`src/rtl/clk_div_ctrl.sv`:
```
// clk_div_ctrl: run-time controller for the integer clock divider.
// Holds the active divide ratio, accepts new ratios over a valid/ready
// handshake and applies ratio changes and enable/disable requests only at a
// divided-period boundary, so the divided clock never shows a runt period.
// All outputs are flops loaded from the next-state values.

module clk_div_ctrl #(
    parameter int CW      = 8,
    parameter int DEF_DIV = 3
) (
    input  logic          clk,
    input  logic          reset,
    input  logic          en,
    input  logic          cfg_valid,
    input  logic [CW-1:0] cfg_div,
    output logic          cfg_ready,
    output logic          cfg_err,
    output logic [CW-1:0] div_cur,
    output logic          clk_out,
    output logic          div_tick,
    output logic          busy
);

    typedef enum logic [1:0] {
        ST_IDLE = 2'd0,
        ST_RUN  = 2'd1,
        ST_PEND = 2'd2,
        ST_STOP = 2'd3
    } state_t;

    localparam logic [CW-1:0] DIV_RESET = CW'(DEF_DIV);
    localparam logic [CW-1:0] CNT_ZERO  = CW'(0);
    localparam logic [CW-1:0] CNT_ONE   = CW'(1);
    localparam logic [CW-1:0] DIV_MIN   = CW'(2);

    // current state registers
    state_t        state_r;
    logic [CW-1:0] cnt_r;
    logic [CW-1:0] div_act_r;
    logic [CW-1:0] div_pend_r;
    logic          pend_flag_r;

    // next-state values
    state_t        state_s;
    logic [CW-1:0] cnt_s;
    logic [CW-1:0] div_act_s;
    logic [CW-1:0] div_pend_s;
    logic          pend_flag_s;

    // handshake and period decode
    logic          xfer_s;
    logic          div_ok_s;
    logic          good_xfer_s;
    logic          bad_xfer_s;
    logic          boundary_s;
    logic [CW-1:0] cnt_wrap_s;
    logic          run_s;
    logic          clk_out_s;
    logic          div_tick_s;

    // Transfer qualification and counter wrap decode for the current cycle
    always_comb begin
        xfer_s      = cfg_valid && cfg_ready;
        div_ok_s    = (cfg_div >= DIV_MIN);
        good_xfer_s = xfer_s && div_ok_s;
        bad_xfer_s  = xfer_s && !div_ok_s;
        // div_act_r is never below 2, so the subtraction cannot wrap
        boundary_s  = (cnt_r == (div_act_r - CNT_ONE));
        if (boundary_s) begin
            cnt_wrap_s = CNT_ZERO;
        end else begin
            cnt_wrap_s = cnt_r + CNT_ONE;
        end
    end

    // Next-state logic: ratio and run changes land only on period boundaries
    always_comb begin
        state_s     = state_r;
        cnt_s       = cnt_r;
        div_act_s   = div_act_r;
        div_pend_s  = div_pend_r;
        pend_flag_s = pend_flag_r;

        case (state_r)
            ST_IDLE: begin
                cnt_s       = CNT_ZERO;
                pend_flag_s = 1'b0;
                // a divisor offered together with en is used by the first period
                if (good_xfer_s) begin
                    div_act_s = cfg_div;
                end else begin
                    div_act_s = div_act_r;
                end
                if (en) begin
                    state_s = ST_RUN;
                end else begin
                    state_s = ST_IDLE;
                end
            end

            ST_RUN: begin
                cnt_s = cnt_wrap_s;
                if (boundary_s) begin
                    // a transfer on the closing cycle is applied immediately
                    if (good_xfer_s) begin
                        div_act_s = cfg_div;
                    end else begin
                        div_act_s = div_act_r;
                    end
                    if (en) begin
                        state_s = ST_RUN;
                    end else begin
                        state_s = ST_IDLE;
                    end
                end else if (good_xfer_s) begin
                    div_pend_s  = cfg_div;
                    pend_flag_s = 1'b1;
                    state_s     = ST_PEND;
                end else if (!en) begin
                    state_s = ST_STOP;
                end else begin
                    state_s = ST_RUN;
                end
            end

            ST_PEND: begin
                cnt_s = cnt_wrap_s;
                if (boundary_s) begin
                    // pending divisor is applied even when en has fallen
                    div_act_s   = div_pend_r;
                    pend_flag_s = 1'b0;
                    if (en) begin
                        state_s = ST_RUN;
                    end else begin
                        state_s = ST_IDLE;
                    end
                end else begin
                    state_s = ST_PEND;
                end
            end

            ST_STOP: begin
                cnt_s = cnt_wrap_s;
                if (boundary_s) begin
                    // newest offer wins over an older pending divisor
                    if (good_xfer_s) begin
                        div_act_s = cfg_div;
                    end else if (pend_flag_r) begin
                        div_act_s = div_pend_r;
                    end else begin
                        div_act_s = div_act_r;
                    end
                    pend_flag_s = 1'b0;
                    if (en) begin
                        state_s = ST_RUN;
                    end else begin
                        state_s = ST_IDLE;
                    end
                end else begin
                    if (good_xfer_s) begin
                        div_pend_s  = cfg_div;
                        pend_flag_s = 1'b1;
                    end else begin
                        div_pend_s  = div_pend_r;
                        pend_flag_s = pend_flag_r;
                    end
                    // re-enable mid-period resumes counting undisturbed;
                    // a pending divisor then locks the handshake like PEND
                    if (en) begin
                        if (good_xfer_s || pend_flag_r) begin
                            state_s = ST_PEND;
                        end else begin
                            state_s = ST_RUN;
                        end
                    end else begin
                        state_s = ST_STOP;
                    end
                end
            end

            default: begin
                state_s     = ST_IDLE;
                cnt_s       = CNT_ZERO;
                div_act_s   = DIV_RESET;
                div_pend_s  = DIV_RESET;
                pend_flag_s = 1'b0;
            end
        endcase
    end

    // Output decode from next-state so the output flops line up with cnt
    always_comb begin
        run_s = (state_s != ST_IDLE);
        if (run_s) begin
            clk_out_s  = (cnt_s < (div_act_s >> 1));
            div_tick_s = (cnt_s == (div_act_s - CNT_ONE));
        end else begin
            clk_out_s  = 1'b0;
            div_tick_s = 1'b0;
        end
    end

    // State, datapath and registered output update with synchronous reset
    always_ff @(posedge clk) begin
        if (reset) begin
            state_r     <= ST_IDLE;
            cnt_r       <= CNT_ZERO;
            div_act_r   <= DIV_RESET;
            div_pend_r  <= DIV_RESET;
            pend_flag_r <= 1'b0;
            clk_out     <= 1'b0;
            div_tick    <= 1'b0;
            busy        <= 1'b0;
            cfg_ready   <= 1'b1;
            cfg_err     <= 1'b0;
        end else begin
            state_r     <= state_s;
            cnt_r       <= cnt_s;
            div_act_r   <= div_act_s;
            div_pend_r  <= div_pend_s;
            pend_flag_r <= pend_flag_s;
            clk_out     <= clk_out_s;
            div_tick    <= div_tick_s;
            busy        <= run_s;
            cfg_ready   <= (state_s != ST_PEND);
            cfg_err     <= bad_xfer_s;
        end
    end

    assign div_cur = div_act_r;

endmodule

```
`config.mk`:
```
export PLATFORM = sky130hd
export DESIGN_NAME = clk_div_ctrl
export DESIGN_NICKNAME = d
export VERILOG_FILES = /design/src/rtl/clk_div_ctrl.sv
export SDC_FILE = /design/constraint.sdc
export NUM_CORES = 1
export LEC_CHECK = 0
export CORE_UTILIZATION = 48
export CTS_CLUSTER_DIAMETER = 60
export DETAILED_ROUTE_END_ITERATION = 10
export GPL_ROUTABILITY_DRIVEN = 0
export PLACE_DENSITY = 0.69
export REMOVE_ABC_BUFFERS = 1
export SLEW_MARGIN = 20
export SYNTH_ARGS = -nofsm -noshare
export SYNTH_HDL_FRONTEND = slang
export SYNTH_SLANG_ARGS = --single-unit
```
`constraint.sdc`:
```
create_clock -name clk -period 7.45 [get_ports clk]
set_input_delay 1.1175 -clock clk [delete_from_list [all_inputs] [get_ports clk]]
set_output_delay 1.1175 -clock clk [all_outputs]
set_load 0.02 [all_outputs]
```
Word level (Yosys, flattened, before mapping)

Cells that the tools add are included.

Output and inout port bits: 13
Bits in latches: 0
Memory bits (writable): 0
Register bits: 32
Logic and storage cells: 60
Memories: 0
Bits of input ports: 12
Memory bits (read-only): 0

Eq/ne operators: 8
$lt $le $gt $ge: 2
Bitwise gates (word level): 2
Multiply operators: 0
Div/mod/pow operators: 0
$add $sub $neg: 3
Mux-type cells: 23
Reduce and logical (&&, ||, !) cells: 12
Shift-type cells: 0

Operators by type and width:

| operator                                                                            | number |
|---|---|
| 8-bit two-way mux                                                                   | 7 |
| 8-bit case mux with 4 select lines                                                  | 1 |
| 8-bit equality test                                                                 | 2 |
| 8-bit case mux with 2 select lines                                                  | 1 |
| 8-bit by 1-bit subtractor with 8-bit output, second input constant                  | 2 |
| 2-bit two-way mux                                                                   | 7 |
| 8-bit by 1-bit adder with 8-bit output, second input constant                       | 1 |
| 8-bit by 2-bit greater-or-equal comparator with 1-bit output, second input constant | 1 |
| 8-bit by 7-bit less-than comparator with 1-bit output                               | 1 |
| 2-bit case mux with 4 select lines                                                  | 1 |
| 2-bit inequality test, second input constant                                        | 3 |
| 1-bit two-way mux                                                                   | 5 |
| 2-bit equality test, second input constant                                          | 2 |
| 1-bit case mux with 4 select lines                                                  | 1 |
| 2-bit OR reduction                                                                  | 2 |
| 1-bit logical AND                                                                   | 3 |
| 3-bit AND reduction                                                                 | 1 |
| 3-bit OR reduction                                                                  | 1 |
| 2-bit by 1-bit equality test with 1-bit output, second input constant               | 1 |
| 2-bit logical NOT                                                                   | 1 |
| 1-bit NOT                                                                           | 2 |
| 2-bit AND reduction                                                                 | 1 |
| 2-bit nonzero test                                                                  | 1 |
| 1-bit logical NOT                                                                   | 1 |
| 1-bit logical OR                                                                    | 1 |

Logic depth before layout (Yosys ltp)

Gate-level depths: netlist of the first run.

Depth in word-level cells: 10
Depth in mapped cells: 16
Depth with buffers taken out: 15

Worst setup path after synthesis of the first run

No wires, ideal clock.

Path kind: input-to-reg
Start: input cfg_div[3]
End: register div_tick
Path slack: 3.396 ns
Arrival: 3.951 ns
Library setup time: 0.103 ns
Required time: 7.347 ns
Stages on the path: 10
Path buffers: 0
Path through: nor4_1 a21oi_1 o21ai_1 a222oi_1 nand4_1 o211ai_1 ha_1 mux2_2 or4_1 a2111oi_2

Word-level cells in the longest chain between the ends: 10
Elaborated cells on any way between the ends: 19
Those cells by class: 1 x add/sub; 1 x order compare; 1 x eq/ne; 11 x mux; 1 x bitwise; 4 x reduce/logical

Ends and longest elaborated chain:

| what                                                                                                                  | line | text |
|---|---|---|
| start, declared                                                                                                       | 15   | `input logic [CW-1:0] cfg_div,` |
| parallel branches: the longest is 10 deep, another holds 8-bit by 2-bit greater-or-equal comparator with 1-bit output | n/a  |  |
| end signal, assigned                                                                                                  | 223  | `div_tick <= div_tick_s;` |
| end, declared                                                                                                         | 20   | `output logic div_tick,` |

Parallel ways; which one is timed is not known.
A chain may end at the register's enable or synchronous reset.

Final worst setup path of the first run

Same ends and word-level chain as after synthesis.

==> flow_summary.yaml, run 1 <==
clock_tree:
  htreeDepth: 2
  cts_root_buf: "clkbuf_8"
  clock_latency_ns: 0.29
  clkTransAtPathRegs_ns: 0.07
  cts_sinks: 32
  cts_resized: 0
  holdBufCountCts: 0
  ctsLongestPathBuffers: 2
  cts_buffers: 5
  post-cts-setup-buffers: 0
  cts_tree: "done"
synthesis:
  synth_warnings: 0
  synth_top_area_share_pct: 26.7
  synthFlopType: "dfxtp_1"
  yosysSeqAreaShare_pct: 26.7
  synth_area_leaders: "dfxtp_1, nor2_1, nand2_1"
  synth_edf_count: 0
  synth_area_leader_cell: "dfxtp_1"
  netlist_instances: 306
  async_flop_share_pct: 0
  ys_seq_elements: 32
  syn_area_per_cell_um2: 7.83
  synth_cell_types: 69
  syn-cell-area_um2: 2400
final_layout:
  drive_gt1_share_pct: 7.43
  layout_common_cells: "nor2_1, dfxtp_1, nand2_1, clkdlybuf4s50_1, nand3_1"
  nets: 343
  utilization_pct: 58.4
  areaGrowthSynthToFinish_pct: 15.9
  instances_no_fill: 390
  antenna_cells: 0
  final_common_cell: "nor2_1"
min_path:
  hp-start: "div_pend_r[4]"
  hold_class: "flop to flop"
setup_path:
  cp.required_ns: 7.65
  crit_slowest_cell: "o21ai_1"
  start_kind: "primary input"
  cp.arrival_ns: 4.97
  crit_path_max_incr_delay_ns: 0.58
  path_cells: "clkdlybuf4s50_1, nor4_1, a21oi_1, o21ai_1, a222oi_1, nand4_1, o211ai_1, ha_1, mux2_2, or4_1, a2111oi_2"
  crit_fanout: 9
  path_buf_inv: 1
  crit_family: "compound AO/OA/AOI/OAI gates"
  reg2reg_from: "div_cur[0]"
  critPathCaptureType: "flop"
  reg2reg_slack_ns: 3.09
  critPathKind: "primary input to flop"
  startpoint: "cfg_div[3]"
routing:
  via_per_inst: 6.13
  wirelength_um: 6700
  antenna_left: 0
  first_pass_iters: 6
  drc: 0
  route.vias.total: 2392
  drt-initial-drc-count: 396
  wire_per_inst_um: 17.2
timing:
  worst_pin_slew_ns: 0.746
  period_minus_slack_ns: 4.77
  setup_tns_ns: 0
  fin_ws_ns: 2.68
  finalSetupViolCount: 0
  maxSlewViolCount: 0
  finalCritPeriodShare_pct: 64.1
  finalClockSkew_ns: 0.00721
  slew_headroom_pct: 50.3
  max_freq_ghz: 0.210
  report.final.hold_viol_count: 0
  rsz0062_at_grt: "no"
run:
  maxCapViolations: 0
power_and_ir_drop:
  vdd_drop_max_mv: 0.176
  p_leak_nw: 1.12
  powerDensity_nw_per_um2: 294
  finalPower_mw: 0.818
global_routing:
  overflow: 0
  track_usage_pct: 26.8
  grt_pass1_vias: 2112
  grt_start_max_net_pins: 30
  antenna_found_initial: 0
  grt_pass1_wl_um: 10700
place:
  post-place-ws_ns: 2.46
  port_buffers: 24
  placed_cells: 382
  dp.final_hpwl_um: 5020
floorplan:
  start_util_pct: 50.4
  die_area_um2: 5280
  std_cell_rows: 25
  ios: 25
  fp.dieH_um: 72.7
  core_um2: 4750
  die_w_um: 72.7
run_status:
  status: "finished, final reports clean"
## power by group
part | switching, mW | internal [mW]
clock network | 0.0681 | 0.118
logic | 0.239 | 0.149
registers | 0.0473 | 0.196
total | 0.355 | 0.463
## per-layer routing
layer | global-route usage, % | routed length (um) | up-vias
met5 | 0 | 0 | -
met4 | 6.54 | 87 | 0
met3 | 4.70 | 633 | 17
met2 | 39.5 | 2830 | 133
met1 | 40.1 | 3150 | 1097
li1 | - | - | 1145
## logic make-up after synthesis
| family | count (synthesis) | share of synthesized area [%] |
|---|---|---|
| DFF | 32 | 26.7 |
| buffers and inverters | 29 | 5.22 |
| AOI/OAI and AO/OA | 78 | 25.5 |
| adders and majority gates | 9 | 4.70 |
| and+or+nand+nor | 127 | 25.6 |
| muxes | 10 | 4.28 |
| xor gates and xnor gates | 21 | 7.99 |
## final timing paths
check | endpoint | cells past startpoint
max reg2reg | div_tick | 14
min | div_pend_r[4] | 2
max | div_tick | 11
min reg2reg | div_pend_r[4] | 2
## tightest hold or removal path: stages (launching register included)
cell and delay (ns):
dfxtp_1 0.33, a21oi_1 0.07, nor2_1 0.07
## area by class of cell
type,instances,area [um^2]
Clock inverter,1,30.0
Multi-Input combinational cell,245,1630
Clock buffer,7,96.3
Timing Repair Buffer,25,248
Tap cell,67,83.8
Sequential cell,32,641
Fill cell,463,1980
Inverter,13,48.8
## per-stage QoR
step | hold slack [ns] | area, um^2
finish | 0.497 | 2780
global route | 0.525 | 2780
CTS | 0.501 | 2780
detailed placement | 0.486 | 2650
global placement | 0.481 | 2650
floorplan | 0.436 | 2320
## cells in the mapped netlist, types with 4 or more instances
cell type	instances
a21oi_1	12
mux2i_1	8
a211o_1	4
and3_1	4
o21ai_1	5
nor3_1	11
buf_2	4
xnor2_1	8
inv_1	12
clkbuf_1	8
nand3_1	14
xor2_1	12
dfxtp_1	32
o211ai_1	6
nand2_1	31
ha_1	9
nor2_1	39
a211oi_1	4
a31oi_1	4
nand2b_1	6
o21ai_0	9
## state kept, by name (all words and copies together) (netlist names)
signal       flops
cfg_ready        1
div_pend_r       8
div_cur          8
pend_flag_r      1
state_r          2
div_tick         1
busy             1
cfg_err          1
clk_out          1
cnt_r            8
Note: power is estimated with default switching activity, not from simulation.
==> inputs of run 2 (changes only) <==
--- a/config.mk
+++ b/config.mk
@@ -9,7 +9,7 @@
 export CTS_CLUSTER_DIAMETER = 60
 export DETAILED_ROUTE_END_ITERATION = 10
 export GPL_ROUTABILITY_DRIVEN = 0
-export PLACE_DENSITY = 0.69
+export PLACE_DENSITY = 0.72
 export REMOVE_ABC_BUFFERS = 1
 export SLEW_MARGIN = 20
 export SYNTH_ARGS = -nofsm -noshare
==> constraint.sdc (replaced) <==
create_clock -name clk -period 4.3 [get_ports clk]
set_input_delay 0.645 -clock clk [delete_from_list [all_inputs] [get_ports clk]]
set_output_delay 0.645 -clock clk [all_outputs]
set_load 0.02 [all_outputs]
==> run 2 against run 1 <==
Compared with the run above: cell area up 2.4%; register-to-register slack got worse by 2.8 ns; critical path depth is 3 higher; clock-buffer cell count down 2; routed wire length is 4.3% higher; combinational power is 89% higher; global-route usage is 0.64 points higher; clock skew shrank 0.00072 ns; setup slack got worse by 2.4 ns; critical path type is now flop to flop; largest cell class unchanged.
==> flow_summary.yaml, run 2 (same netlist as run 1, synthesis figures left out) <==
clock_tree:
  clkTransAtPathRegs_ns: 0.08
  htreeDepth: 2
  cts_buffers: 5
  cts_root_buf: "clkbuf_8"
  cts_tree: "done"
  post-cts-setup-buffers: 0
  cts_sinks: 32
  holdBufCountCts: 0
  clock_latency_ns: 0.30
  cts_resized: 0
  ctsLongestPathBuffers: 2
routing:
  route.vias.total: 2422
  wirelength_um: 6990
  first_pass_iters: 5
  drc: 0
  wire_per_inst_um: 17.4
  via_per_inst: 6.04
  antenna_left: 0
  drt-initial-drc-count: 256
timing:
  worst_pin_slew_ns: 0.619
  maxSlewViolCount: 0
  setup_tns_ns: 0
  fin_ws_ns: 0.271
  finalClockSkew_ns: 0.00649
  period_minus_slack_ns: 4.03
  finalCritPeriodShare_pct: 93.7
  rsz0062_at_grt: "no"
  slew_headroom_pct: 58.6
  max_freq_ghz: 0.248
  finalSetupViolCount: 0
  report.final.hold_viol_count: 0
power_and_ir_drop:
  powerDensity_nw_per_um2: 508
  vdd_drop_max_mv: 0.277
  p_leak_nw: 1.16
  finalPower_mw: 1.45
setup_path:
  start_kind: "flop"
  crit_fanout: 6
  crit_path_max_incr_delay_ns: 0.51
  critPathKind: "flop to flop"
  cp.required_ns: 4.49
  crit_slowest_cell: "or4_1"
  critPathCaptureType: "flop"
  cp.arrival_ns: 4.22
  path_cells: "inv_1, ha_1, nor2b_1, xnor2_1, o41a_1, a211oi_4, nand3_1, a211o_1, o311a_1, inv_2, ha_1, mux2_2, or4_1, a2111oi_2"
  crit_top_cell: "ha_1"
  reg2reg_slack_ns: 0.27
final_layout:
  final_area_um2: 2850
  drive_gt1_share_pct: 10.5
  antenna_cells: 0
  nets: 354
  fillers: 456
  areaGrowthSynthToFinish_pct: 18.7
  layout_common_cells: "nor2_1, dfxtp_1, nand2_1, clkdlybuf4s50_1, nand3_1"
  final_common_cell: "nor2_1"
global_routing:
  met1_usage_pct: 39.5
  grt.busiest_layer: "met2"
  use_met3_pct: 5.52
  overflow: 0
  grt_pass1_wl_um: 11000
  track_usage_pct: 27.4
  grt_start_max_net_pins: 17
  grt_pass1_vias: 2246
  met2_usage_pct: 42.4
  antenna_found_initial: 0
floorplan:
  core_um2: 4750
  fp.dieH_um: 72.7
  start_util_pct: 50.4
  ios: 25
  die_w_um: 72.7
  std_cell_rows: 25
  die_area_um2: 5280
run_status:
  status: "finished, final reports clean"
run:
  maxCapViolations: 0
place:
  dp.final_hpwl_um: 5230
  placed_area_um2: 2740
  port_buffers: 24
  post-place-ws_ns: 0.277
min_path:
  hold_class: "flop to flop"
[run 2: power by group]
part           internal, mW  switching [mW]
clock                 0.172           0.130
combinational         0.294           0.440
sequential            0.339          0.0705
total                 0.805           0.641
[run 2: worst paths after layout]
path	start	to	cells past startpoint
max	div_cur[1]	div_tick	14
min	div_pend_r[4]	div_pend_r[4]	2
max reg2reg	div_cur[1]	div_tick	14
min reg2reg	div_pend_r[4]	div_pend_r[4]	2
[run 2: routing by layer]
layer  vias up  part of all wire [%]
li1       1167                     -
met1      1158                    49
met2        91                    44
met3         6                   6.7
met4         0                  0.63
met5         -                     0
[run 2: critical path: cells and delay by family (launching register included)]
kind                       cells  cell delay (ns)
AOI/OAI and AO/OA              5             1.54
and+or+nand+nor                3             0.88
DFF                            1             0.45
adders and majority gates      2             0.45
muxes                          1             0.26
buffers and inverters          2             0.20
xor gates and xnor gates       1             0.14
[run 2: through the flow]
stage | hold WS (ns) | util, % | instances
finish | 0.511 | 59.9 | 401
global route | 0.524 | 59.9 | 401
CTS | 0.510 | 59.9 | 401
detailed placement | 0.485 | 57.5 | 393
global placement | 0.479 | 57.5 | 393
floorplan | 0.436 | - | 290
[run 2: cell type report]
type,count,area [um^2],area share [%]
clock inverters,3,42.5,1.49
flip-flops and latches,32,641,22.5
multi-input cells,245,1630,57.3
repair buffers,36,330,11.6
inverters,13,48.8,1.71
clock buffers,5,68.8,2.42
well taps,67,83.8,2.95
==> inputs of run 3 (changes only) <==
--- a/config.mk
+++ b/config.mk
@@ -11,6 +11,7 @@
 export GPL_ROUTABILITY_DRIVEN = 0
 export PLACE_DENSITY = 0.72
 export REMOVE_ABC_BUFFERS = 1
+export SETUP_SLACK_MARGIN = 0.2
 export SLEW_MARGIN = 20
 export SYNTH_ARGS = -nofsm -noshare
 export SYNTH_HDL_FRONTEND = slang
==> run 3 against run 2 <==
Compared with the run above: critical path depth did not move; largest cell class unchanged; flip-flop and latch count stayed put; register-to-register slack gained 0.02 ns; core utilization grew 0.18 points; via count up 1.8%; critical path type unchanged; sequential share of layout area hardly changed; global-route usage unchanged; clock skew decreased by 0.0011 ns.
==> flow_summary.yaml, run 3 (same netlist as run 1, synthesis figures left out) <==
run_status:
  status: "finished, final reports clean"
floorplan:
  start_util_pct: 50.4
  std_cell_rows: 25
  core_um2: 4750
  die_w_um: 72.7
  die_area_um2: 5280
  ios: 25
  fp.dieH_um: 72.7
global_routing:
  grt_pass1_vias: 2246
  met2_usage_pct: 42.4
  use_met3_pct: 5.52
  met1_usage_pct: 39.5
  antenna_found_initial: 0
  track_usage_pct: 27.4
  grt_start_max_net_pins: 17
  grt_pass1_wl_um: 11000
  overflow: 0
  grt.busiest_layer: "met2"
place:
  port_buffers: 24
  post-place-ws_ns: 0.277
  dp.final_hpwl_um: 5230
run:
  maxCapViolations: 0
timing:
  max_freq_ghz: 0.249
  finalSetupViolCount: 0
  maxSlewViolCount: 0
  period_minus_slack_ns: 4.01
  setup_tns_ns: 0
  finalClockSkew_ns: 0.00536
  rsz0062_at_grt: "no"
  fin_ws_ns: 0.288
  worst_pin_slew_ns: 0.653
  slew_headroom_pct: 56.3
  finalCritPeriodShare_pct: 93.3
  report.final.hold_viol_count: 0
final_layout:
  drive_gt1_share_pct: 11.0
  nets: 355
  final_common_cell: "nor2_1"
  fillers: 456
  antenna_cells: 0
  layout_common_cells: "nor2_1, nand2_1, dfxtp_1, clkdlybuf4s50_1, nand3_1"
  areaGrowthSynthToFinish_pct: 19.1
clock_tree:
  clkTransAtPathRegs_ns: 0.07
  cts_root_buf: "clkbuf_8"
  cts_sinks: 32
  htreeDepth: 2
  cts_buffers: 5
  ctsLongestPathBuffers: 2
  clock_latency_ns: 0.30
  cts_tree: "done"
  holdBufCountCts: 0
setup_path:
  r2r-end: "div_tick"
  critPathCaptureType: "flop"
  crit_fanout: 6
  critPathKind: "flop to flop"
  cp.required_ns: 4.49
  rr_worst_depth: 14
  critPathCapture: "div_tick"
  reg2reg_slack_ns: 0.29
  reg2reg_from: "div_cur[1]"
  cp.arrival_ns: 4.20
  startpoint: "div_cur[1]"
  start_kind: "flop"
power_and_ir_drop:
  finalPower_mw: 1.45
  p_leak_nw: 1.17
  vdd_drop_max_mv: 0.275
  powerDensity_nw_per_um2: 509
routing:
  route.vias.total: 2465
  via_per_inst: 6.13
  first_pass_iters: 6
  drt-initial-drc-count: 316
  wirelength_um: 6980
  wire_per_inst_um: 17.4
  antenna_left: 0
  drc: 0
min_path:
  hold_class: "flop to flop"
## run 3: cell count changes in the layout (fill, tap and decap cells not counted), sizes merged
cell / delta
buf: +1
## run 3: report_power, final
part / switching (mW) / leakage [nW] / internal (mW) / total [mW]
registers: 0.0705 / 0.261 / 0.340 / 0.410
clock network: 0.129 / 0.0541 / 0.172 / 0.300
logic: 0.442 / 0.852 / 0.301 / 0.743
## run 3: layout make-up
type / count / area [um^2] / share of cell area, %
tap: 67 / 83.8 / 2.94
timing repair buffer: 37 / 338 / 11.8
sequential: 32 / 642 / 22.5
inverter: 13 / 48.8 / 1.71
clock buffer: 5 / 68.8 / 2.41
multi-input combinational: 245 / 1630 / 57.1
clock inverter: 3 / 42.5 / 1.49
## run 3: how the worst min path moves through the flow
| stage | cells past startpoint | from | slack (ns) | end |
|---|---|---|---|---|
| floorplan | 1 | div_pend_r[0] | 0.44 | div_pend_r[0] |
| global placement | 1 | div_pend_r[1] | 0.48 | div_pend_r[1] |
| detailed placement | 1 | div_pend_r[1] | 0.48 | div_pend_r[1] |
| CTS | 1 | div_pend_r[1] | 0.51 | div_pend_r[1] |
| global route | 1 | div_pend_r[1] | 0.52 | div_pend_r[1] |
| finish | 2 | div_pend_r[4] | 0.51 | div_pend_r[4] |
## run 3: what timing repair did
| item | 4_1_cts | 5_1_grt |
|---|---|---|
| setup endpoints to repair | 0 | 1 |
| resized for setup | 0 | 1 |
| setup buffers | 0 | 1 |
## run 3: critical path, stage by stage (launching register included)
cell and delay, ns:
dfxtp_2 0.39, inv_1 0.08, ha_1 0.21, nor2b_1 0.15
xnor2_1 0.14, o41a_1 0.40, a211oi_4 0.39, nand3_1 0.22
a211o_1 0.33, o311a_1 0.14, inv_2 0.09, ha_1 0.22
mux2_2 0.26, or4_1 0.51, a2111oi_2 0.35
## run 3: through the flow
stage | hold slack, ns | util [%] | std cells | instance area, um^2
finish | 0.506 | 60.1 | 402 | 2860
global route | 0.524 | 60.1 | 402 | 2860
CTS | 0.510 | 59.9 | 401 | 2850
detailed placement | 0.485 | 57.5 | 393 | 2740
global placement | 0.479 | 57.5 | 393 | 2740
floorplan | 0.436 | - | 290 | 2320
## run 3: metal layers
| metal | routed length, um | part of all wire (%) |
|---|---|---|
| met3 | 587 | 8.4 |
| met2 | 3100 | 44 |
| met4 | 60 | 0.86 |
| met1 | 3230 | 46 |
| met5 | 0 | 0 |
